$ cat config.mk
export PLATFORM = sky130hd
export DESIGN_NAME = squeeze_stream_ctrl
export DESIGN_NICKNAME = d
export VERILOG_FILES = /design/src/rtl/squeeze_stream_ctrl.sv
export SDC_FILE = /design/constraint.sdc
export NUM_CORES = 1
export LEC_CHECK = 0
export ABC_AREA = 0
export ABC_CLOCK_PERIOD_IN_PS = 12030
export CAP_MARGIN = 20
export CORE_AREA = 2 2 248 250
export DETAILED_ROUTE_END_ITERATION = 6
export DIE_AREA = 0 0 250 252
export GPL_ROUTABILITY_DRIVEN = 0
export GPL_TIMING_DRIVEN = 0
export PLACE_DENSITY = 0.58
export SKIP_LAST_GASP = 1
export SLEW_MARGIN = 0
export SYNTH_ARGS = -nofsm -noshare
export SYNTH_HDL_FRONTEND = slang
export SYNTH_SLANG_ARGS = --single-unit
$ cat constraint.sdc
create_clock -name clk -period 12.03 [get_ports clk]
set_clock_uncertainty 0.1 [all_clocks]
set_input_delay 1.8045 -clock clk [delete_from_list [all_inputs] [get_ports clk]]
set_output_delay 1.8045 -clock clk [all_outputs]
set_load 0.02 [all_outputs]
$ cat src/rtl/squeeze_stream_ctrl.sv
// Squeeze-phase controller for the Keccak core: captures each squeeze window into an
// AXI-Stream beat, trims the final beat to the requested length and requests permutations.
module squeeze_stream_ctrl #(
  parameter int unsigned DATA_W = 256,
  parameter int unsigned CNT_W  = 8,
  parameter int unsigned LEN_W  = 32,
  localparam int unsigned KEEP_W = DATA_W / 8
) (
  input  logic              clk,
  input  logic              rst_n,
  input  logic              start_i,
  input  logic [LEN_W-1:0]  out_len_i,
  input  logic              stop_i,
  input  logic [DATA_W-1:0] sq_data_i,
  input  logic [KEEP_W-1:0] sq_keep_i,
  input  logic              sq_last_i,
  input  logic              sq_perm_needed_i,
  input  logic [CNT_W-1:0]  sq_bytes_next_i,
  output logic [CNT_W-1:0]  sq_bytes_o,
  output logic              perm_req_o,
  input  logic              perm_done_i,
  output logic [DATA_W-1:0] m_axis_tdata_o,
  output logic [KEEP_W-1:0] m_axis_tkeep_o,
  output logic              m_axis_tvalid_o,
  output logic              m_axis_tlast_o,
  input  logic              m_axis_tready_i,
  output logic              busy_o,
  output logic              done_o
);

  typedef enum logic [2:0] {StIdle, StCapture, StSend, StPerm, StDone} state_e;

  state_e            state_q;
  logic [LEN_W-1:0]  remaining_q;
  logic              unlimited_q;
  logic              stop_pend_q;
  logic              perm_pend_q;

  logic [KEEP_W-1:0] cap_keep;
  logic [CNT_W-1:0]  cap_cnt;
  logic [CNT_W-1:0]  tx_cnt;
  logic [LEN_W-1:0]  rem_after;

  function automatic logic [CNT_W-1:0] popcnt(input logic [KEEP_W-1:0] k);
    logic [CNT_W-1:0] c;
    c = '0;
    for (int unsigned i = 0; i < KEEP_W; i++) begin
      c = c + CNT_W'(k[i]);
    end
    return c;
  endfunction

  always_comb begin
    cap_keep = sq_keep_i;
    // Only the final, short beat of a fixed-length digest is trimmed.
    if (!unlimited_q && (remaining_q < LEN_W'(KEEP_W))) begin
      for (int unsigned i = 0; i < KEEP_W; i++) begin
        if (LEN_W'(i) >= remaining_q) cap_keep[i] = 1'b0;
      end
    end
    cap_cnt   = popcnt(cap_keep);
    tx_cnt    = popcnt(m_axis_tkeep_o);
    rem_after = (remaining_q > LEN_W'(tx_cnt)) ? remaining_q - LEN_W'(tx_cnt) : '0;
  end

  always_ff @(posedge clk or negedge rst_n) begin
    if (!rst_n) begin
      state_q         <= StIdle;
      remaining_q     <= '0;
      unlimited_q     <= 1'b0;
      stop_pend_q     <= 1'b0;
      perm_pend_q     <= 1'b0;
      sq_bytes_o      <= '0;
      perm_req_o      <= 1'b0;
      m_axis_tdata_o  <= '0;
      m_axis_tkeep_o  <= '0;
      m_axis_tvalid_o <= 1'b0;
      m_axis_tlast_o  <= 1'b0;
      busy_o          <= 1'b0;
      done_o          <= 1'b0;
    end else begin
      done_o <= 1'b0;
      if (stop_i && (state_q inside {StCapture, StSend, StPerm})) begin
        stop_pend_q <= 1'b1;
      end
      unique case (state_q)
        StIdle: begin
          if (start_i) begin
            remaining_q <= out_len_i;
            unlimited_q <= (out_len_i == '0);
            sq_bytes_o  <= '0;
            stop_pend_q <= 1'b0;
            busy_o      <= 1'b1;
            state_q     <= StCapture;
          end
        end
        StCapture: begin
          m_axis_tdata_o  <= sq_data_i;
          m_axis_tkeep_o  <= cap_keep;
          m_axis_tlast_o  <= sq_last_i | (!unlimited_q && (remaining_q <= LEN_W'(cap_cnt)))
                             | stop_pend_q;
          perm_pend_q     <= sq_perm_needed_i;
          m_axis_tvalid_o <= 1'b1;
          state_q         <= StSend;
        end
        StSend: begin
          if (m_axis_tready_i) begin
            remaining_q     <= rem_after;
            m_axis_tvalid_o <= 1'b0;
            if (m_axis_tlast_o) begin
              done_o  <= 1'b1;
              state_q <= StDone;
            end else if (perm_pend_q) begin
              sq_bytes_o <= '0;
              perm_req_o <= 1'b1;
              state_q    <= StPerm;
            end else begin
              sq_bytes_o <= sq_bytes_next_i;
              state_q    <= StCapture;
            end
          end
        end
        StPerm: begin
          if (perm_done_i) begin
            perm_req_o <= 1'b0;
            if (stop_pend_q) begin
              done_o  <= 1'b1;
              state_q <= StDone;
            end else begin
              state_q <= StCapture;
            end
          end
        end
        StDone: begin
          busy_o  <= 1'b0;
          state_q <= StIdle;
        end
        default: state_q <= StIdle;
      endcase
    end
  end

endmodule

==> flow_summary.json, run 1 <==
{
  "antenna_violating_nets_post_route": 0,
  "synth-compound-area-share": 0.0851,
  "asyncSetResetFlopFracSynth": 1.00,
  "portBuffers": 636,
  "core_area_um2": 60100,
  "status": "complete, no violations",
  "detail_route.vias_per_cell": 4.57,
  "cts_max_path_buffers": 3,
  "syn_area_per_cell_um2": 8.96,
  "fin_nets": 2863,
  "die-area_um2": 63000,
  "drive_above_1_share": 0.0395,
  "die-height_um": 252,
  "tightestPinTransition_ps": 884,
  "hold_buffers": 0,
  "final_critical_path_time_including_i_o_delays_and_setup_ps": 8400,
  "detailroute.via_count": 14907,
  "max_freq_mhz": 119,
  "critical_path_class": "register to register",
  "cp_data_required_time_ps": 12370,
  "clock-sinks": 339,
  "unrepaired_setup_endpoints_after_global_routing": "false",
  "routedWlPerCell_um": 19.2,
  "rows": 90,
  "setup_total_negative_slack_ps": 0,
  "number_of_antenna_violations_at_the_first_check_in_global_routing": 2,
  "path_max_fanout": 9,
  "cts_tree": "built",
  "ys_dominant_reg_cell": "sky130_fd_sc_hd__dfrtp_1",
  "fin_crit_sh": 0.698,
  "floorplan.initialDensity": 0.263,
  "mostFrequentLayoutCells": "820 x sky130_fd_sc_hd__nand2_1, 635 x sky130_fd_sc_hd__clkdlybuf4s50_1, 339 x sky130_fd_sc_hd__dfrtp_1",
  "ys_seq_elements": 339,
  "yosysSeqAreaShare": 0.535,
  "cts.repair_timing.setup_buffer_count": 0,
  "timing.critical_path.to_type": "register",
  "worst_setup_hold_path_clk_slew_ps": 60,
  "cell_variety_after_synth": 61,
  "yosys.area_share.adder": 0.0824,
  "min_delay_path_depth": 2,
  "holdWs_ps": 370,
  "most_frequent_standard_cell_in_the_layout_excluding_fill_and_tap_cells": "sky130_fd_sc_hd__nand2_1",
  "r2r-end": "m_axis_tlast_o",
  "fp.dieW_um": 250,
  "r2r_slack_ps": 3630,
  "root_buffer": "sky130_fd_sc_hd__clkbuf_16",
  "report.final.hold_viol_count": 0,
  "arrival_ps": 8740,
  "cts_max_level": 2,
  "critical_path_startpoint_category": "register",
  "r2r_worst_path_depth": 25,
  "cts_resized": 0,
  "synth-edff-count": 0,
  "first_global_vias": 15112,
  "synth_top_cells_by_area": "sky130_fd_sc_hd__dfrtp_1 54%, sky130_fd_sc_hd__nand2_1 19%, sky130_fd_sc_hd__fa_1 6.2%, sky130_fd_sc_hd__ha_1 2.1%, sky130_fd_sc_hd__inv_1 1.9%",
  "min-delay-path-class": "register to register",
  "first_pass_grt_wire_length_um": 92800,
  "report.final.setup_viol": 0,
  "detailedRoute.firstPassIterationCount": 5,
  "dominant_combinational_cell_family_by_area_after_synthesis": "simple AND/OR/NAND/NOR gates",
  "grt_max_degree": 110,
  "synthToLayoutAreaGrowth_pct": 55.6,
  "floorplan.io_pins": 637,
  "cts_made_buffers": 41,
  "hold_start": "m_axis_tdata_o[148]",
  "synth.mux.area_fraction": 0.00766,
  "post_syn_nets": 2180,
  "synth_xor_xnor_area_share": 0.00498,
  "post-route-drc-count": 0,
  "number_of_max_capacitance_violations_reported": 0,
  "detail_route.iter0.violations": 1002,
  "total_wirelength_of_the_detailed_routed_design_um": 62600,
  "final-max-slew-violation-count": 0,
  "yosys_warnings": 0,
  "clock_latency_of_the_later_clocked_register_in_the_worst_skew_pair_ps": 560,
  "synthDominantAreaCellType": "sky130_fd_sc_hd__dfrtp_1",
  "placed_instances": 3191,
  "post_syn_area_um2": 15800,
  "hold_crit_endpoint": "m_axis_tdata_o[148]",
  "globalRouteOverflowTotal": 0,
  "relSlewSlack": 0.405,
  "dp.final_hpwl_um": 49100,
  "non_filler_instances": 3265,
  "share_of_synthesized_cell_area_in_and_or_nand_and_nor_gates": 0.242,
  "post_synth_inst_count": 1769,
  "synthDominantCellAreaShare": 0.535,
  "groute.usage.overall": 0.193,
  "regToRegStartpoint": "remaining_q[9]"
}
registers in the layout, summed over array words and instances, names as in the netlist:
signal	cells
busy_o	1
done_o	1
m_axis_tdata_o	256
m_axis_tkeep_o	32
m_axis_tlast_o	1
m_axis_tvalid_o	1
perm_pend_q	1
perm_req_o	1
remaining_q	32
sq_bytes_o	8
state_q	3
stop_pend_q	1
unlimited_q	1
synthesized netlist by cell type (all sizes together) (5+ instances only):
library cell	n
buf	17
xnor2	5
a21boi	5
mux2	9
o2bb2ai	9
nor4	15
o211ai	5
and3	6
nor2b	11
a32oi	8
dfrtp	339
o22ai	10
a22oi	7
nor2	43
clkbuf	75
a22o	9
a21o	8
or3	7
nand2b	5
nand2	820
nand3	16
o21a	8
or4	6
o31a	5
ha	26
nor3	11
inv	80
fa	49
a21oi	39
o21ai	73
per-layer routing:
layer	wire [um]	share of wire	vias up	GRT usage
met1	23900	0.38	7196	0.226
met5	12	0.00019	-	0
met2	31500	0.50	573	0.335
met4	1900	0.030	2	0.0695
li1	-	-	7034	-
met3	5240	0.084	102	0.0579
layout make-up:
class                      instances  area [um2]
inverter                          80         300
sequential                       339        8480
multi-input combinational       1258        6700
timing repair buffer             640        6460
buffer                            92         372
tap                              782         978
clock buffer                      60        1200
antenna                            2        5.00
clock inverter                    12         168
fill                            5941       35500
cells by family (layout without fill, tap and decap cells):
kind of cell | after synthesis | in the layout
compound gates | 206 | 206
xor+xnor | 9 | 9
fa+ha+maj | 75 | 75
buf+inv | 172 | 884
flops | 339 | 339
mux | 11 | 11
other cells | 0 | 2
simple gates | 957 | 957
stage by stage:
stage                     area (um2)  setup slack (ps)  utilization
after global routing           24700              3190        0.410
after floorplan                15800              4530            -
after CTS                      24700              3620        0.410
after global placement         23200             -6510        0.386
final                          24700              3630        0.410
after detailed placement       23300              3640        0.387
critical path, stage by stage, from the launching register on:
cell and delay [ps]:
sky130_fd_sc_hd__dfrtp_1 420, sky130_fd_sc_hd__or4_1 560, sky130_fd_sc_hd__or4_1 600, sky130_fd_sc_hd__nand4bb_1 290, sky130_fd_sc_hd__clkbuf_1 280, sky130_fd_sc_hd__or2_1 310, sky130_fd_sc_hd__o41ai_1 670, sky130_fd_sc_hd__fa_1 550
sky130_fd_sc_hd__fa_1 490, sky130_fd_sc_hd__fa_1 520, sky130_fd_sc_hd__inv_1 50, sky130_fd_sc_hd__fa_1 480, sky130_fd_sc_hd__fa_1 510, sky130_fd_sc_hd__inv_1 50, sky130_fd_sc_hd__fa_1 480, sky130_fd_sc_hd__inv_1 50
sky130_fd_sc_hd__ha_1 200, sky130_fd_sc_hd__fa_1 410, sky130_fd_sc_hd__a21o_1 170, sky130_fd_sc_hd__a21oi_1 180, sky130_fd_sc_hd__xor2_1 210, sky130_fd_sc_hd__ha_1 270, sky130_fd_sc_hd__nand4_1 90, sky130_fd_sc_hd__o22ai_1 70
sky130_fd_sc_hd__a21oi_1 180, sky130_fd_sc_hd__o21ai_1 90
worst max path at each step:
stage                     from                  end  slack, ps
6_report        remaining_q[9]       m_axis_tlast_o       3630
2_1_floorplan  remaining_q[24]       m_axis_tlast_o       4530
5_1_grt        remaining_q[18]       m_axis_tlast_o       3190
3_5_place_dp    remaining_q[8]       m_axis_tlast_o       3640
4_1_cts         remaining_q[8]       m_axis_tlast_o       3620
3_3_place_gp             rst_n  m_axis_tdata_o[156]      -6510
Power of run 1 is not shown: default switching activity piles up to over one toggle a cycle in this logic, so the estimate is an artifact.
==> run 2: changes to the inputs <==
--- a/config.mk
+++ b/config.mk
@@ -6,7 +6,7 @@
 export NUM_CORES = 1
 export LEC_CHECK = 0
 export ABC_AREA = 0
-export ABC_CLOCK_PERIOD_IN_PS = 12030
+export ABC_CLOCK_PERIOD_IN_PS = 8200
 export CAP_MARGIN = 20
 export CORE_AREA = 2 2 248 250
 export DETAILED_ROUTE_END_ITERATION = 6
==> constraint.sdc (replaced) <==
create_clock -name clk -period 8.2 [get_ports clk]
set_clock_uncertainty 0.1 [all_clocks]
set_input_delay 1.23 -clock clk [delete_from_list [all_inputs] [get_ports clk]]
set_output_delay 1.23 -clock clk [all_outputs]
set_load 0.02 [all_outputs]
==> run 2 against run 1 <==
Net effect: setup slack got worse by 3300 ps; via count rose by 0.25%; flip-flop and latch count did not move; die area did not move; wire length rose by 0.36%; utilization rose by 0.16 points; hold slack barely moved; fmax rose by 6.6%; final cell count barely moved; cell area rose by 0.40%; critical path depth rose by 1; count of clock-buffer cells in the layout did not move; highest routed layer unchanged.
==> flow_summary.json, run 2 (same netlist as run 1, synthesis figures left out) <==
{
  "max_freq_mhz": 127,
  "synthToLayoutAreaGrowth_pct": 56.3,
  "clock-sinks": 339,
  "floorplan.io_pins": 637,
  "first_pass_grt_wire_length_um": 92900,
  "first_global_vias": 15135,
  "cts_max_level": 2,
  "critical_path_startpoint_category": "register",
  "fp.dieW_um": 250,
  "antenna_violating_nets_post_route": 0,
  "report.final.hold_viol_count": 0,
  "dp.final_hpwl_um": 49100,
  "cts_max_path_buffers": 3,
  "report.final.setup_viol": 0,
  "final_critical_path_time_including_i_o_delays_and_setup_ps": 7890,
  "die-height_um": 252,
  "cts_tree": "built",
  "number_of_max_capacitance_violations_reported": 0,
  "detail_route.vias_per_cell": 4.57,
  "max_ffs_per_register": 256,
  "detail_route.iter0.violations": 1068,
  "cp_data_required_time_ps": 8590,
  "arrival_ps": 8270,
  "core_area_um2": 60100,
  "floorplan.initialDensity": 0.263,
  "cts_made_buffers": 41,
  "path_max_fanout": 10,
  "grt-busiest-layer": "met2",
  "die-area_um2": 63000,
  "grt.met2_usage": 0.336,
  "mostFrequentLayoutCells": "820 x sky130_fd_sc_hd__nand2_1, 635 x sky130_fd_sc_hd__clkdlybuf4s50_1, 338 x sky130_fd_sc_hd__dfrtp_1",
  "total_wirelength_of_the_detailed_routed_design_um": 62800,
  "post-route-drc-count": 0,
  "groute.usage.overall": 0.193,
  "rows": 90,
  "largest-register": "m_axis_tdata_o",
  "n_fill_cell": 5931,
  "drive_above_1_share": 0.0443,
  "number_of_antenna_violations_at_the_first_check_in_global_routing": 2,
  "portBuffers": 636,
  "min_delay_path_depth": 2,
  "worst_setup_hold_path_clk_slew_ps": 60,
  "grt_max_degree": 110,
  "critical_path_class": "register to register",
  "fin_nets": 2866,
  "most_frequent_standard_cell_in_the_layout_excluding_fill_and_tap_cells": "sky130_fd_sc_hd__nand2_1",
  "top_regs": "m_axis_tdata_o (256), m_axis_tkeep_o (32), remaining_q (32)",
  "detailroute.via_count": 14944,
  "timing.critical_path.to_type": "register",
  "setup_total_negative_slack_ps": 0,
  "detailedRoute.firstPassIterationCount": 5,
  "globalRouteOverflowTotal": 0,
  "root_buffer": "sky130_fd_sc_hd__clkbuf_16",
  "clock_latency_of_the_later_clocked_register_in_the_worst_skew_pair_ps": 560,
  "tightestPinTransition_ps": 924,
  "routedWlPerCell_um": 19.2,
  "fin_crit_sh": 0.962,
  "grt_util_met3": 0.0574,
  "relSlewSlack": 0.384,
  "min-delay-path-class": "register to register",
  "holdWs_ps": 370,
  "status": "complete, no violations",
  "placed_instances": 3191,
  "gr-usage-met1": 0.226,
  "non_filler_instances": 3268,
  "final-max-slew-violation-count": 0,
  "r2r_worst_path_depth": 26
}
[run 2: path summary, 6_finish.rpt]
check	endpoint	from	slack, ps
max in group asynchronous	m_axis_tdata_o[228]	rst_n	6150
setup reg to reg	m_axis_tlast_o	remaining_q[24]	310
setup / recovery	m_axis_tlast_o	remaining_q[24]	310
min in group asynchronous	remaining_q[18]	rst_n	510
hold reg to reg	m_axis_tdata_o[148]	m_axis_tdata_o[148]	370
hold / removal	m_axis_tdata_o[148]	m_axis_tdata_o[148]	370
[run 2: routing by layer]
| metal | part of all wire | vias to the layer above | wire [um] |
|---|---|---|---|
| met4 | 0.031 | 2 | 1950 |
| met2 | 0.50 | 545 | 31700 |
| met5 | 0.00019 | - | 12 |
| met1 | 0.38 | 7249 | 23900 |
| li1 | - | 7040 | - |
| met3 | 0.083 | 108 | 5200 |
[run 2: cell type report]
class	instances	area (um2)	share of cell area
well taps	782	978	0.0395
inverters	80	300	0.0121
repair buffers	643	6480	0.262
plain buffers	92	382	0.0154
clock inverters	12	168	0.00677
flip-flops and latches	339	8480	0.343
clock buffers	60	1200	0.0484
multi-input cells	1258	6760	0.273
diodes	2	5.00	0.000202
[run 2: stage by stage]
| stage | util | instance area (um2) | setup WS, ps |
|---|---|---|---|
| floorplan | - | 15800 | 700 |
| global placement | 0.386 | 23200 | -9770 |
| detailed placement | 0.387 | 23300 | -192 |
| CTS | 0.410 | 24700 | 56.6 |
| global route | 0.412 | 24800 | -4.70 |
| finish | 0.412 | 24800 | 314 |
[run 2: timing repair]
action / CTS / global route
endpoints found under the hold margin: 0 / 0
pin swaps: 0 / 5
endpoints found under the setup margin: 1 / 1
resized for setup: 4 / 14
hold buffers: 0 / 0
setup buffers: 0 / 3
[run 2: critical path, stage by stage (launching register included)]
cell and delay [ps]:
sky130_fd_sc_hd__dfrtp_2 430, sky130_fd_sc_hd__or4_4 550, sky130_fd_sc_hd__or4b_4 590, sky130_fd_sc_hd__nand4bb_4 220, sky130_fd_sc_hd__buf_4 190, sky130_fd_sc_hd__or2_1 260
sky130_fd_sc_hd__buf_6 170, sky130_fd_sc_hd__o41ai_4 350, sky130_fd_sc_hd__fa_1 490, sky130_fd_sc_hd__fa_1 470, sky130_fd_sc_hd__fa_1 520, sky130_fd_sc_hd__inv_1 50
sky130_fd_sc_hd__fa_1 460, sky130_fd_sc_hd__fa_1 510, sky130_fd_sc_hd__inv_1 50, sky130_fd_sc_hd__fa_1 480, sky130_fd_sc_hd__inv_1 50, sky130_fd_sc_hd__ha_1 200
sky130_fd_sc_hd__fa_2 520, sky130_fd_sc_hd__inv_1 50, sky130_fd_sc_hd__ha_1 280, sky130_fd_sc_hd__nor2b_1 130, sky130_fd_sc_hd__o21a_1 160, sky130_fd_sc_hd__o21a_1 170
sky130_fd_sc_hd__o21ai_1 150, sky130_fd_sc_hd__a21oi_2 90, sky130_fd_sc_hd__o21ai_1 130
Power of run 2 is left out for the same reason.
==> run 3: changes to the inputs <==
--- a/config.mk
+++ b/config.mk
@@ -13,6 +13,7 @@
 export DIE_AREA = 0 0 250 252
 export GPL_ROUTABILITY_DRIVEN = 0
 export GPL_TIMING_DRIVEN = 0
+export MAX_ROUTING_LAYER = met4
 export PLACE_DENSITY = 0.58
 export SKIP_LAST_GASP = 1
 export SLEW_MARGIN = 0
==> run 3 against run 2 <==
Net effect: setup slack lost 3.0 ps; non-clock buffer count is the same; via count grew 0.19%; count of clock-buffer cells in the layout is the same; wire length grew 0.17%; largest cell class unchanged; highest routed layer is now met4.
==> flow_summary.json, run 3 (same netlist as run 1, synthesis figures left out) <==
{
  "status": "complete, no violations",
  "antenna_violating_nets_post_route": 0,
  "hold_crit_endpoint": "m_axis_tdata_o[148]",
  "core_area_um2": 60100,
  "groute.usage.overall": 0.199,
  "final-max-slew-violation-count": 0,
  "portBuffers": 636,
  "final_critical_path_time_including_i_o_delays_and_setup_ps": 7890,
  "worst_setup_hold_path_clk_slew_ps": 60,
  "detail_route.iter0.violations": 988,
  "r2r_worst_path_depth": 26,
  "critical_path_class": "register to register",
  "hold_start": "m_axis_tdata_o[148]",
  "grt_max_degree": 110,
  "post-route-drc-count": 0,
  "cp_data_required_time_ps": 8590,
  "cts_made_buffers": 41,
  "report.final.hold_viol_count": 0,
  "first_global_vias": 15181,
  "regToRegStartpoint": "remaining_q[24]",
  "cts_max_level": 2,
  "die-area_um2": 63000,
  "min-delay-path-class": "register to register",
  "hold_buffers": 0,
  "timing.critical_path.to_type": "register",
  "cts_tree": "built",
  "number_of_antenna_violations_at_the_first_check_in_global_routing": 2,
  "critical_path_startpoint_category": "register",
  "floorplan.io_pins": 637,
  "drive_above_1_share": 0.0443,
  "rows": 90,
  "holdWs_ps": 370,
  "r2r_slack_ps": 310,
  "mostFrequentLayoutCells": "820 x sky130_fd_sc_hd__nand2_1, 635 x sky130_fd_sc_hd__clkdlybuf4s50_1, 338 x sky130_fd_sc_hd__dfrtp_1",
  "placed_instances": 3191,
  "most_frequent_standard_cell_in_the_layout_excluding_fill_and_tap_cells": "sky130_fd_sc_hd__nand2_1",
  "total_wirelength_of_the_detailed_routed_design_um": 62900,
  "relSlewSlack": 0.355,
  "clock-sinks": 339,
  "fp.dieW_um": 250,
  "r2r-end": "m_axis_tlast_o",
  "top_regs": "m_axis_tdata_o (256), m_axis_tkeep_o (32), remaining_q (32)",
  "fin_nets": 2866,
  "root_buffer": "sky130_fd_sc_hd__clkbuf_16",
  "detailedRoute.firstPassIterationCount": 7,
  "detailroute.via_count": 14972,
  "cts_max_path_buffers": 3,
  "synthToLayoutAreaGrowth_pct": 56.3,
  "tightestPinTransition_ps": 967,
  "detail_route.vias_per_cell": 4.58,
  "floorplan.initialDensity": 0.263,
  "fin_crit_sh": 0.962,
  "dp.final_hpwl_um": 49100,
  "max_freq_mhz": 127,
  "path_max_fanout": 10,
  "non_filler_instances": 3269,
  "setup_total_negative_slack_ps": 0,
  "clock_latency_of_the_later_clocked_register_in_the_worst_skew_pair_ps": 560,
  "first_pass_grt_wire_length_um": 92800,
  "globalRouteOverflowTotal": 0,
  "routedWlPerCell_um": 19.2,
  "number_of_max_capacitance_violations_reported": 0,
  "min_delay_path_depth": 2,
  "die-height_um": 252,
  "arrival_ps": 8280,
  "largest-register": "m_axis_tdata_o",
  "report.final.setup_viol": 0,
  "max_ffs_per_register": 256
}
==> run 3: changes by cell type in the layout (fill, tap and decap cells not counted) <==
cell	previous run	this run
sky130_fd_sc_hd__diode_2	2	3
==> run 3: how the worst max path moves through the flow <==
| stage | start | endpoint | slack [ps] | cells after the start |
|---|---|---|---|---|
| after floorplan | remaining_q[24] | m_axis_tlast_o | 700 | 26 |
| after global routing | remaining_q[24] | m_axis_tlast_o | -1 | 26 |
| final | remaining_q[24] | m_axis_tlast_o | 310 | 26 |
| after global placement | rst_n | m_axis_tdata_o[156] | -9770 | 1 |
| after CTS | remaining_q[8] | m_axis_tlast_o | 60 | 26 |
| after detailed placement | remaining_q[8] | m_axis_tlast_o | -190 | 25 |
==> run 3: critical path, cell delays in order (launching register included) <==
cell	delay, ps
sky130_fd_sc_hd__dfrtp_2	430
sky130_fd_sc_hd__or4_4	550
sky130_fd_sc_hd__or4b_4	590
sky130_fd_sc_hd__nand4bb_4	220
sky130_fd_sc_hd__buf_4	190
sky130_fd_sc_hd__or2_1	270
sky130_fd_sc_hd__buf_6	170
sky130_fd_sc_hd__o41ai_4	350
sky130_fd_sc_hd__fa_1	490
sky130_fd_sc_hd__fa_1	470
sky130_fd_sc_hd__fa_1	520
sky130_fd_sc_hd__inv_1	50
sky130_fd_sc_hd__fa_1	460
sky130_fd_sc_hd__fa_1	510
sky130_fd_sc_hd__inv_1	50
sky130_fd_sc_hd__fa_1	480
sky130_fd_sc_hd__inv_1	50
sky130_fd_sc_hd__ha_1	200
sky130_fd_sc_hd__fa_2	520
sky130_fd_sc_hd__inv_1	50
sky130_fd_sc_hd__ha_1	280
sky130_fd_sc_hd__nor2b_1	130
sky130_fd_sc_hd__o21a_1	160
sky130_fd_sc_hd__o21a_1	170
sky130_fd_sc_hd__o21ai_1	150
sky130_fd_sc_hd__a21oi_2	80
sky130_fd_sc_hd__o21ai_1	130
==> run 3: final cells by class <==
cell class | count | area [um2]
well taps | 782 | 978
diodes | 3 | 7.51
clock inverters | 12 | 168
fillers | 5927 | 35400
clock buffers | 60 | 1200
multi-input cells | 1258 | 6760
flip-flops and latches | 339 | 8480
plain buffers | 92 | 382
inverters | 80 | 300
repair buffers | 643 | 6480
==> run 3: through the flow <==
step | setup slack [ps] | instance area [um2] | utilization
floorplan | 700 | 15800 | -
global placement | -9770 | 23200 | 0.386
detailed placement | -192 | 23300 | 0.387
CTS | 56.6 | 24700 | 0.410
global route | -1.06 | 24800 | 0.412
finish | 311 | 24800 | 0.412
==> run 3: metal layers <==
metal / routed length [um] / track usage
met5: 0 / -
met4: 1890 / 0.0703
met3: 5080 / 0.0526
met2: 31700 / 0.336
met1: 24200 / 0.228
==> run 3: repair_timing <==
action / 4_1_cts / 5_1_grt
setup buffers: 0 / 3
gates cloned: 0 / 0
pin swaps: 0 / 5
setup endpoints to repair: 1 / 1
resized for setup: 4 / 14
Power of run 3 is left out for the same reason.
